### src/rtl/serial_pkg.sv
// -----------------------------------------------------------------------------
// serial_pkg
//   Shared definitions for the serial receive path: FSM state encoding,
//   default data width and the line levels that frame a serial word.
//   No ports (package).
// -----------------------------------------------------------------------------
package serial_pkg;

    // Receiver FSM states as plain constants so older tools and testbenches can
    // compare against them directly.
    typedef logic [1:0] rx_state_t;

    localparam rx_state_t IDLE = 2'd0;
    localparam rx_state_t DATA = 2'd1;
    localparam rx_state_t PAR  = 2'd2;
    localparam rx_state_t STOP = 2'd3;

    localparam int unsigned DATA_W_DEF = 4;

    // Line levels. The line idles low, so a start bit is a high sample and a
    // good stop bit returns the line to the idle level.
    localparam logic START_BIT = 1'b1;
    localparam logic STOP_BIT  = 1'b0;
    localparam logic IDLE_LVL  = 1'b0;

    // A frame is kept only when the stop bit is correct and parity is clean.
    function automatic logic frame_good(input logic stop_bit, input logic par_bad);
        return (stop_bit == STOP_BIT) && !par_bad;
    endfunction

endpackage

### src/rtl/rx_hold_reg.sv
// -----------------------------------------------------------------------------
// rx_hold_reg
//   Output holding register for the serial receiver. Holds the last accepted
//   word with a valid/ack handshake and a sticky overrun flag.
//
//   Ports
//     clk        in   clock, state changes on posedge
//     rst        in   asynchronous active-high reset
//     load_i     in   a good frame is offered this cycle
//     word_i     in   the offered word
//     ack_i      in   consumer accepts p_out_o
//     p_out_o    out  held word
//     valid_o    out  p_out_o holds an unacknowledged word
//     overrun_o  out  sticky: a good frame was dropped while valid_o=1, ack_i=0
// -----------------------------------------------------------------------------
module rx_hold_reg #(
    parameter int unsigned DATA_W = 4
) (
    input  logic              clk,
    input  logic              rst,
    input  logic              load_i,
    input  logic [DATA_W-1:0] word_i,
    input  logic              ack_i,
    output logic [DATA_W-1:0] p_out_o,
    output logic              valid_o,
    output logic              overrun_o
);

    logic [DATA_W-1:0] p_out_d, p_out_q;
    logic              valid_d, valid_q;
    logic              overrun_d, overrun_q;

    always_comb begin
        p_out_d   = p_out_q;
        valid_d   = valid_q;
        overrun_d = overrun_q;
        if (load_i) begin
            if (!valid_q || ack_i) begin
                // Slot is free, or is being freed this edge: take the new word.
                // A concurrent ack also retires any pending overrun.
                p_out_d   = word_i;
                valid_d   = 1'b1;
                overrun_d = 1'b0;
            end else begin
                overrun_d = 1'b1;
            end
        end else if (ack_i) begin
            valid_d   = 1'b0;
            overrun_d = 1'b0;
        end
    end

    always_ff @(posedge clk or posedge rst) begin
        if (rst) begin
            p_out_q   <= '0;
            valid_q   <= 1'b0;
            overrun_q <= 1'b0;
        end else begin
            p_out_q   <= p_out_d;
            valid_q   <= valid_d;
            overrun_q <= overrun_d;
        end
    end

    assign p_out_o   = p_out_q;
    assign valid_o   = valid_q;
    assign overrun_o = overrun_q;

endmodule

### src/rtl/serial_rx4.sv
// -----------------------------------------------------------------------------
// serial_rx4
//   Serial-to-parallel receiver for the 4-bit shift stage's output. Frames a
//   one-bit-per-clock stream (start, DATA_W data bits LSB first, optional even
//   parity, stop) and hands good words to a valid/ack holding register.
//
//   Build option: define PARITY_RX_EN to add the parity bit and even-parity
//   check; otherwise parity_err is constant 0.
//
//   Ports
//     clk         in   clock, state changes on posedge
//     rst         in   asynchronous active-high reset
//     s_in        in   serial line, idles 0
//     ack         in   consumer accepts p_out; clears valid and overrun
//     p_out       out  last accepted word, bit 0 = first data bit
//     valid       out  p_out holds an unacknowledged word
//     frame_err   out  1-cycle pulse: stop bit sampled as 1
//     parity_err  out  1-cycle pulse: parity mismatch
//     overrun     out  sticky: good frame dropped while valid=1 and ack=0
//     busy        out  FSM not in IDLE
// -----------------------------------------------------------------------------
module serial_rx4
    import serial_pkg::*;
#(
    parameter int unsigned DATA_W = DATA_W_DEF
) (
    input  logic              clk,
    input  logic              rst,
    input  logic              s_in,
    input  logic              ack,
    output logic [DATA_W-1:0] p_out,
    output logic              valid,
    output logic              frame_err,
    output logic              parity_err,
    output logic              overrun,
    output logic              busy
);

    // Three bits cover the full 2..8 data-width range.
    localparam logic [2:0] LAST_BIT = 3'(DATA_W - 1);

    rx_state_t         state_d, state_q;
    logic [2:0]        cnt_d, cnt_q;
    logic [DATA_W-1:0] shreg_d, shreg_q;
    logic              frame_err_d, frame_err_q;
    logic              parity_err_d, parity_err_q;
    logic              busy_d, busy_q;
    logic              load;
    logic              par_bad;

`ifdef PARITY_RX_EN
    localparam rx_state_t AFTER_DATA = PAR;
    logic par_d, par_q;

    // Even parity: data bits together with the parity bit must XOR to 0.
    assign par_bad = ^{shreg_q, par_q};

    always_ff @(posedge clk or posedge rst) begin
        if (rst) begin
            par_q <= 1'b0;
        end else begin
            par_q <= par_d;
        end
    end
`else
    localparam rx_state_t AFTER_DATA = STOP;
    assign par_bad = 1'b0;
`endif

    always_comb begin
        state_d      = state_q;
        cnt_d        = cnt_q;
        shreg_d      = shreg_q;
        frame_err_d  = 1'b0;
        parity_err_d = 1'b0;
        load         = 1'b0;
`ifdef PARITY_RX_EN
        par_d        = par_q;
`endif
        case (state_q)
            IDLE: begin
                if (s_in == START_BIT) begin
                    state_d = DATA;
                    cnt_d   = '0;
                end
            end
            DATA: begin
                // Shift in from the top: after DATA_W bits the first one
                // received sits in bit 0.
                shreg_d = {s_in, shreg_q[DATA_W-1:1]};
                if (cnt_q == LAST_BIT) begin
                    cnt_d   = '0;
                    state_d = AFTER_DATA;
                end else begin
                    cnt_d = cnt_q + 3'd1;
                end
            end
`ifdef PARITY_RX_EN
            PAR: begin
                par_d   = s_in;
                state_d = STOP;
            end
`endif
            STOP: begin
                frame_err_d  = (s_in != STOP_BIT);
                parity_err_d = par_bad;
                load         = frame_good(s_in, par_bad);
                state_d      = IDLE;
            end
            default: state_d = IDLE;
        endcase
        busy_d = (state_d != IDLE);
    end

    always_ff @(posedge clk or posedge rst) begin
        if (rst) begin
            state_q      <= IDLE;
            cnt_q        <= '0;
            shreg_q      <= '0;
            frame_err_q  <= 1'b0;
            parity_err_q <= 1'b0;
            busy_q       <= 1'b0;
        end else begin
            state_q      <= state_d;
            cnt_q        <= cnt_d;
            shreg_q      <= shreg_d;
            frame_err_q  <= frame_err_d;
            parity_err_q <= parity_err_d;
            busy_q       <= busy_d;
        end
    end

    // shreg_d carries the final data bit only when leaving DATA, but at the
    // stop edge shreg_q already holds the complete word.
    rx_hold_reg #(
        .DATA_W (DATA_W)
    ) u_hold (
        .clk       (clk),
        .rst       (rst),
        .load_i    (load),
        .word_i    (shreg_q),
        .ack_i     (ack),
        .p_out_o   (p_out),
        .valid_o   (valid),
        .overrun_o (overrun)
    );

    assign frame_err  = frame_err_q;
    assign parity_err = parity_err_q;
    assign busy       = busy_q;

endmodule

### config.mk
export PLATFORM = sky130hd
export DESIGN_NAME = serial_rx4
export DESIGN_NICKNAME = d
export VERILOG_FILES = /design/src/rtl/serial_pkg.sv /design/src/rtl/rx_hold_reg.sv /design/src/rtl/serial_rx4.sv
export SDC_FILE = /design/constraint.sdc
export NUM_CORES = 1
export LEC_CHECK = 0
export ABC_AREA = 1
export BUFFER_PORTS_ARGS = -buffer_cell sky130_fd_sc_hd__buf_2
export CAP_MARGIN = 20
export CORE_UTILIZATION = 30
export DETAILED_ROUTE_END_ITERATION = 7
export GPL_TIMING_DRIVEN = 0
export PLACE_DENSITY = 0.55
export SYNTH_ARGS = -nofsm -noshare
export SYNTH_HDL_FRONTEND = slang
export SYNTH_HIERARCHICAL = 1
export SYNTH_SLANG_ARGS = --single-unit
### constraint.sdc
create_clock -name clk -period 2.2 [get_ports clk]
set_clock_uncertainty 0.1 [all_clocks]
set_input_delay 0.44 -clock clk [delete_from_list [all_inputs] [get_ports clk]]
set_output_delay 0.44 -clock clk [all_outputs]
set_load 0.02 [all_outputs]
Yosys cells after proc, flatten, opt, wreduce, memory -nomap -nowiden --
Index checks and enable logic that the tools add are counted.
Operators by class: reduce and logical (&&, ||, !) cells 9, eq/ne operators 5, add/subtract/negate cells 1, bitwise logic cells 1, muxes and demuxes 13
Operator list (count):
- $mux W1 | 7
- $mux W3 | 2
- $pmux W3 S2 | 1
- $reduce_and A2 Y1 | 3
- $reduce_bool A2 Y1 | 3
- $mux W2 | 2
- $pmux W2 S2 | 1
- $add A3 B1 Y3 const B | 1
- $eq A3 B2 Y1 const B | 1
- $eq A2 B1 Y1 const B | 1
- $eq A2 B2 Y1 const B | 1
- $logic_not A2 Y1 | 1
- $ne A2 B1 Y1 const B | 1
- $ne A2 B2 Y1 const B | 1
- $logic_not A1 Y1 | 1
- $logic_or A1 B1 Y1 | 1
- $not A1 Y1 | 1
Storage, ports and cells: output and inout bits 9, flip-flop bits (word level) 17, word-level logic and storage cells 37, input bits 4

Depth between registers and ports, before layout --
Gate-level depths: netlist of the first run.
word-level depth 4, mapped depth 5, depth with buffers taken out 5

Modules after synthesis --
Netlist of the first run, hierarchy kept.
By module, submodules not included:
- serial_rx4 | area an instance 460.4 um^2, seq. area each 275.3 um^2, cells each 51, instances 1
- rx_hold_reg | area an instance 237.7 um^2, seq. area each 150.1 um^2, cells each 26, instances 1

Worst setup path after synthesis of the first run --
No wires, ideal clock.
path type input -> register, from in s_in, to reg u_hold.p_out_q[0] (netlist: u_hold/p_out_o[0]), stages 4, arrival 1173 ps, buffers on the path 0, path slack 810 ps, required time 1983 ps, cells stage by stage nor3_1 -> nand2_2 -> nand2_1 -> nand2_1
Between the ends: word-level cells in the longest chain between the ends 3
Ends and longest elaborated chain:
- start, declared | line serial_rx4.sv:29 | input logic s_in,
- $not A1 Y1 | line serial_pkg.sv:28 | return (stop_bit == STOP_BIT) && !par_bad;
- $mux W1 | line serial_rx4.sv:80 | case (state_q)
- $reduce_and A2 Y1 (no source line)
- end signal, assigned | line rx_hold_reg.sv:59 | p_out_q <= p_out_d;
- end, declared | line rx_hold_reg.sv:29 | logic [DATA_W-1:0] p_out_d, p_out_q;
Every way passes these cells. A chain may end at the register's enable or synchronous reset.

Final worst setup path of the first run --
from reg state_q[0], to reg u_hold.p_out_q[0] (netlist: u_hold/p_out_o[0])
Between the ends: word-level cells in the longest chain between the ends 3
Ends and longest elaborated chain:
- start, declared | line serial_rx4.sv:42 | rx_state_t state_d, state_q;
- start signal, assigned | line serial_rx4.sv:124 | state_q <= state_d;
- $eq A2 B2 Y1 | line serial_rx4.sv:80
- $mux W1 | line serial_rx4.sv:80
- net load | line serial_rx4.sv:48 | logic load;
- $reduce_and A2 Y1 (no source line)
The timed path passes the listed nets, and every way through them passes these cells.

==> impl_metrics.yaml, run 1 <==
placement:
  dp_cells: 116
  gp_congestion: 0.6525
  hpwl_um: 846.5
  io_buffers: 11
  placed_cell_area_um2: 788.3
cts:
  cts_tree: "built"
  htree_levels: 1
  cts_root_buf: "clkbuf_4"
  cts_setup_buffers: 0
  cts_max_path_buffers: 2
  cts.sinks: 17
  numCtsBuffers: 3
  clk_pin_slew_ns: 0.10
  postCtsResizedCells: 0
  cts_hold_repair.buffers: 1
  clk_latency_ns: 0.29
pwr:
  switching_share_pct: 41.13
  p_int_mw: 0.6815
  static-leakage-power_nw: 0.4605
  p_comb_share_pct: 41.0
  power_switching_mw: 0.4761
  seqPwrFrac_pct: 44.5
  power_mw: 1.158
  power.clock.fraction_pct: 14.4
  p_per_area_nw_per_um2: 1404
  vdd_drop_max_mv: 0.7728
die:
  row_count: 17
  die_area_um2: 2524
  die_w_um: 50.24
  io_pins: 13
  core_area_um2: 2212
  die_y_um: 50.24
  start_util_pct: 31.56
finish:
  antennaDiodeCount: 0
  layout_common_cells: "nand2_1 (27), dfrtp_1 (17), buf_2 (11), nand3_1 (10), inv_1 (6)"
  nets: 99
  drive_gt1_share_pct: 24.73
  syn_to_final_growth_pct: 18.10
  post-route-util_pct: 37.27
  fin_cells: 121
  design_area_um2: 824.5
  nFillCells: 241
  mostFrequentLayoutCell: "nand2_1"
global_routing:
  grtUsageTotal_pct: 11.73
  antenna_found_initial: 0
  grt_pass1_vias: 495
  overflow: 0
  grt_pass1_wl_mm: 2.173
  grt_max_degree: 12
sta:
  timing.fmax_ghz: 0.6340
  fin_crit_ns: 1.577
  worstMarginPinSlew_ns: 0.7639
  slew_violations: 0
  slew_headroom_pct: 48.68
  setup_viol: 0
  hold_viol: 0
  rsz0062_at_grt: "no"
  fin_crit_sh_pct: 71.70
  fin_tns_setup_ns: 0
critical_path:
  cp_slowest_cell: "nor3_1"
  reg2reg_to: "u_hold/p_out_o[0]"
  path_common_cell: "nand2_1"
  r2r-start: "state_q[0]"
  r2r_slack_ns: 0.62
  cp-end-kind: "register"
  path_cells: "inv_2 -> nor3_1 -> nand2_2 -> nand2_1 -> nand2_1"
  worst-setup-path-type: "reg -> reg"
  worst_path_largest_cell_delay_ns: 0.63
  crit_family: "simple AND/OR/NAND/NOR gates"
  startpoint_type: "register"
  crit_fanout: 6
  cp_num_buf_inv: 1
  worstPathArrival_ns: 1.67
  reg2reg_depth: 5
  critical_path_required_ns: 2.29
synth:
  netlist_instances: 77
  synth.area.top_cells: "dfrtp_1 (61%), nand2_1 (15%), nand3_1 (7.2%)"
  synthAdderAreaFrac_pct: 1.792
  yosysTopAreaCell: "dfrtp_1"
  synth_area_um2: 698.2
  synth_warnings: 6
  yosysSeqAreaShare_pct: 60.93
  ys_seq_elements: 17
  synth_xor_xnor_area_share_pct: 0
  synthesis.nets: 82
  synth.area.mux_share_pct: 0
  synth.avg_cell_area_um2: 9.067
  synth_top_area_share_pct: 60.93
  synth_simple_gate_area_share_pct: 27.78
  synth_compound_area_share_pct: 1.434
  synth_top_family_by_area: "simple AND/OR/NAND/NOR gates"
  yosysUniqueCellTypes: 14
detailed_routing:
  drt-initial-drc-count: 10
  drtPass1Iterations: 4
  wl_mm: 1.206
  dr_total_vias: 515
  route.detailed.drc: 0
  wl_per_cell_um: 9.967
  avgViaCountPerCell: 4.256
  drtAntennaViolNets: 0
hold_path:
  hold-path-cell-count: 3
  hold_path_startpoint: "s_in"
  hold_class: "in -> reg"
  min_to: "frame_err"
flow_run:
  drv_cap: 0
run_status:
  status: "complete, no violations"
-- cell usage after synthesis, drive strengths merged --
cell,instances
o21ai,2
ha,1
inv,9
dfrtp,17
nand3,10
conb,1
nand2,30
nor2,3
nor3,2
buf,2
-- per-stage QoR --
step                hold slack (ns)  setup WS [ns]
finish                       0.2973         0.6226
global route                 0.3187         0.4010
CTS                          0.2813         0.6351
detailed placement           0.2750         0.4978
global placement             0.2750         0.4921
floorplan                    0.1310         0.8103
-- worst register-to-register path, stage by stage, from the launching register on --
cell and delay (ns):
dfrtp_1 0.39, inv_2 0.06, nor3_1 0.63, nand2_2 0.16, nand2_1 0.10, nand2_1 0.05
-- per-layer routing --
layer	up-vias	part of all wire, %	global-route usage (%)	routed length, um
met1	233	48	14.96	580
li1	266	-	-	-
met4	0	0.83	4.286	10
met3	2	5.8	5.455	70
met5	-	0	0	0
met2	14	45	17.11	544
-- layout make-up --
class | count | area, um2 | share of cell area, %
plain buffers | 2 | 18.77 | 2.276
inverters | 9 | 33.78 | 4.097
well taps | 28 | 35.03 | 4.249
flip-flops and latches | 17 | 425.4 | 51.59
repair buffers | 12 | 65.06 | 7.891
clock buffers | 4 | 26.28 | 3.187
multi-input cells | 49 | 220.2 | 26.71
-- kinds of logic (layout without fill, tap and decap cells) --
logic type	after synthesis	after routing
adders and majority gates	1	1
AOI/OAI and AO/OA	2	2
DFF	17	17
buffers and inverters	11	27
other	1	1
and+or+nand+nor	45	45
-- worst max-delay path by stage --
stage          slack [ns]  depth (start not counted)                end        from
6_report             0.62                          5  u_hold/p_out_o[0]  state_q[0]
3_5_place_dp         0.50                          5  u_hold/p_out_o[0]        s_in
5_1_grt              0.40                          5  u_hold/p_out_o[0]  state_q[0]
2_1_floorplan        0.81                          4  u_hold/p_out_o[0]        s_in
4_1_cts              0.64                          5  u_hold/p_out_o[0]  state_q[0]
3_3_place_gp         0.49                          5  u_hold/p_out_o[3]        s_in
-- power by group through the flow --
| stage | registers, mW | logic, mW | clock network (mW) |
|---|---|---|---|
| 2_1_floorplan | 0.581 | 0.288 | 0 |
| 3_3_place_gp | 0.520 | 0.469 | 0 |
| 3_5_place_dp | 0.523 | 0.476 | 0 |
| 4_1_cts | 0.518 | 0.483 | 0.180 |
| 5_1_grt | 0.531 | 0.532 | 0.189 |
| 6_report | 0.516 | 0.475 | 0.167 |
-- flip-flops by register name, indices dropped and copies added, names as in the netlist --
register and flops:
shreg_q 4, u_hold/p_out_o 4, cnt_q 3, state_q 2
busy 1, frame_err 1, u_hold/overrun_o 1, u_hold/valid_o 1
No activity file was read; power rests on OpenSTA's default activity.
==> run 2, diff against run 1 <==
- PLACE_DENSITY: 0.55 -> 0.57
- clock period: 2.2 -> 1.4 ns (I/O delays scaled with it)
==> run 2 against run 1 <==
Effect of this change: clock power increased by 57%; final cell count stayed put; highest routed layer unchanged; combinational power up 60%; wire length shrank 2.6%; register-to-register slack worse by 0.42 ns; setup slack got worse by 0.45 ns; via count decreased by 3.3%; die area unchanged; sequential share of layout area down 0.70 points; utilization is 0.51 points higher.
==> impl_metrics.yaml, run 2 (synthesized netlist as in run 1, its figures left out) <==
global_routing:
  grt_pass1_vias: 478
  grt_max_degree: 12
  overflow: 0
  antenna_found_initial: 0
  grt_pass1_wl_mm: 2.076
  grtUsageTotal_pct: 11.40
critical_path:
  cp-end-kind: "output port"
  crit_family: "flip-flops"
  cp_slowest_cell: "dfrtp_1"
  critical_path_required_ns: 1.02
  worstPathArrival_ns: 0.84
  worst_path_largest_cell_delay_ns: 0.39
  worst-setup-path-type: "reg -> out"
  cp_num_buf_inv: 1
  crit_fanout: 2
  path_cells: "buf_2"
  startpoint_type: "register"
pwr:
  seqPwrFrac_pct: 44.2
  p_per_area_nw_per_um2: 2192
  p_comb_share_pct: 41.5
  power_switching_mw: 0.7571
  static-leakage-power_nw: 0.4615
  power.clock.fraction_pct: 14.3
  switching_share_pct: 41.33
  p_int_mw: 1.075
  vdd_drop_max_mv: 1.465
die:
  die_area_um2: 2524
  start_util_pct: 31.56
  die_y_um: 50.24
  io_pins: 13
  die_w_um: 50.24
  core_area_um2: 2212
  row_count: 17
cts:
  htree_levels: 1
  clk_pin_slew_ns: 0.09
  cts_setup_buffers: 0
  numCtsBuffers: 3
  cts_max_path_buffers: 2
  clk_latency_ns: 0.29
  cts_root_buf: "clkbuf_4"
  cts.sinks: 17
  cts_tree: "built"
finish:
  post-route-util_pct: 37.78
  antennaDiodeCount: 0
  syn_to_final_growth_pct: 19.71
  layout_common_cells: "nand2_1 (27), dfrtp_1 (17), buf_2 (11), nand3_1 (10), inv_1 (6)"
  drive_gt1_share_pct: 25.81
  nets: 99
  mostFrequentLayoutCell: "nand2_1"
  design_area_um2: 835.8
  nFillCells: 241
  fin_cells: 121
flow_run:
  drv_cap: 0
sta:
  fin_crit_ns: 1.224
  fin_crit_sh_pct: 87.41
  timing.fmax_ghz: 0.8171
  hold_viol: 0
  setup_viol: 0
  rsz0062_at_grt: "no"
  fin_tns_setup_ns: 0
  slew_violations: 0
detailed_routing:
  route.detailed.drc: 0
  dr_total_vias: 498
  wl_mm: 1.175
  avgViaCountPerCell: 4.116
  drtAntennaViolNets: 0
  drt-initial-drc-count: 8
  drtPass1Iterations: 4
  wl_per_cell_um: 9.711
hold_path:
  hold_class: "in -> reg"
placement:
  io_buffers: 11
  gp_congestion: 0.6568
  hpwl_um: 837.4
  dp_cells: 116
  placed_cell_area_um2: 788.3
run_status:
  status: "complete, no violations"
[run 2: per-layer routing]
metal	GRT usage (%)	wire [um]
met5	0	0
met3	6.364	85
met1	13.58	540
met4	4.286	10
met2	16.89	538
[run 2: worst paths after layout]
kind / slack [ns] / cells past startpoint / end / startpoint
min in group asynchronous: 0.34 / 3 / u_hold/p_out_o[3] / rst
max in group asynchronous: 0.47 / 3 / shreg_q[0] / rst
max reg2reg: 0.20 / 5 / u_hold/p_out_o[3] / state_q[0]
min reg2reg: 0.38 / 2 / u_hold/p_out_o[2] / u_hold/p_out_o[2]
min: 0.15 / 3 / frame_err / s_in
max: 0.18 / 1 / valid / u_hold/valid_o
[run 2: stage by stage]
stage / hold WS, ns / total power [mW] / worst slack (ns)
final: 0.1535 / 1.832 / 0.1762
after global routing: 0.1547 / 1.987 / 0.07307
after CTS: 0.1316 / 1.855 / 0.07270
after detailed placement: 0.1159 / 1.569 / -0.1704
after global placement: 0.1153 / 1.551 / -0.1483
after floorplan: -0.02904 / 1.366 / 0.05353
[run 2: area by class of cell]
| type | instances | area [um2] | share of cell area, % |
|---|---|---|---|
| buffer | 2 | 18.77 | 2.246 |
| clock buffer | 4 | 26.28 | 3.144 |
| inverter | 9 | 33.78 | 4.042 |
| multi-input combinational | 49 | 231.5 | 27.69 |
| sequential | 17 | 425.4 | 50.90 |
| tap | 28 | 35.03 | 4.192 |
| timing repair buffer | 12 | 65.06 | 7.784 |
[run 2: power by group through the flow]
stage                     registers [mW]  logic, mW  clock network, mW
final                              0.809      0.761              0.262
after global routing               0.839      0.850              0.299
after CTS                          0.814      0.763              0.278
after detailed placement           0.822      0.747                  0
after global placement             0.817      0.734                  0
after floorplan                    0.913      0.452                  0
[run 2: repair_timing]
action | CTS | global route
hold buffers | 1 | 0
endpoints found under the setup margin | 6 | 4
resized for setup | 1 | 1
hold endpoints to repair | 17 | 0
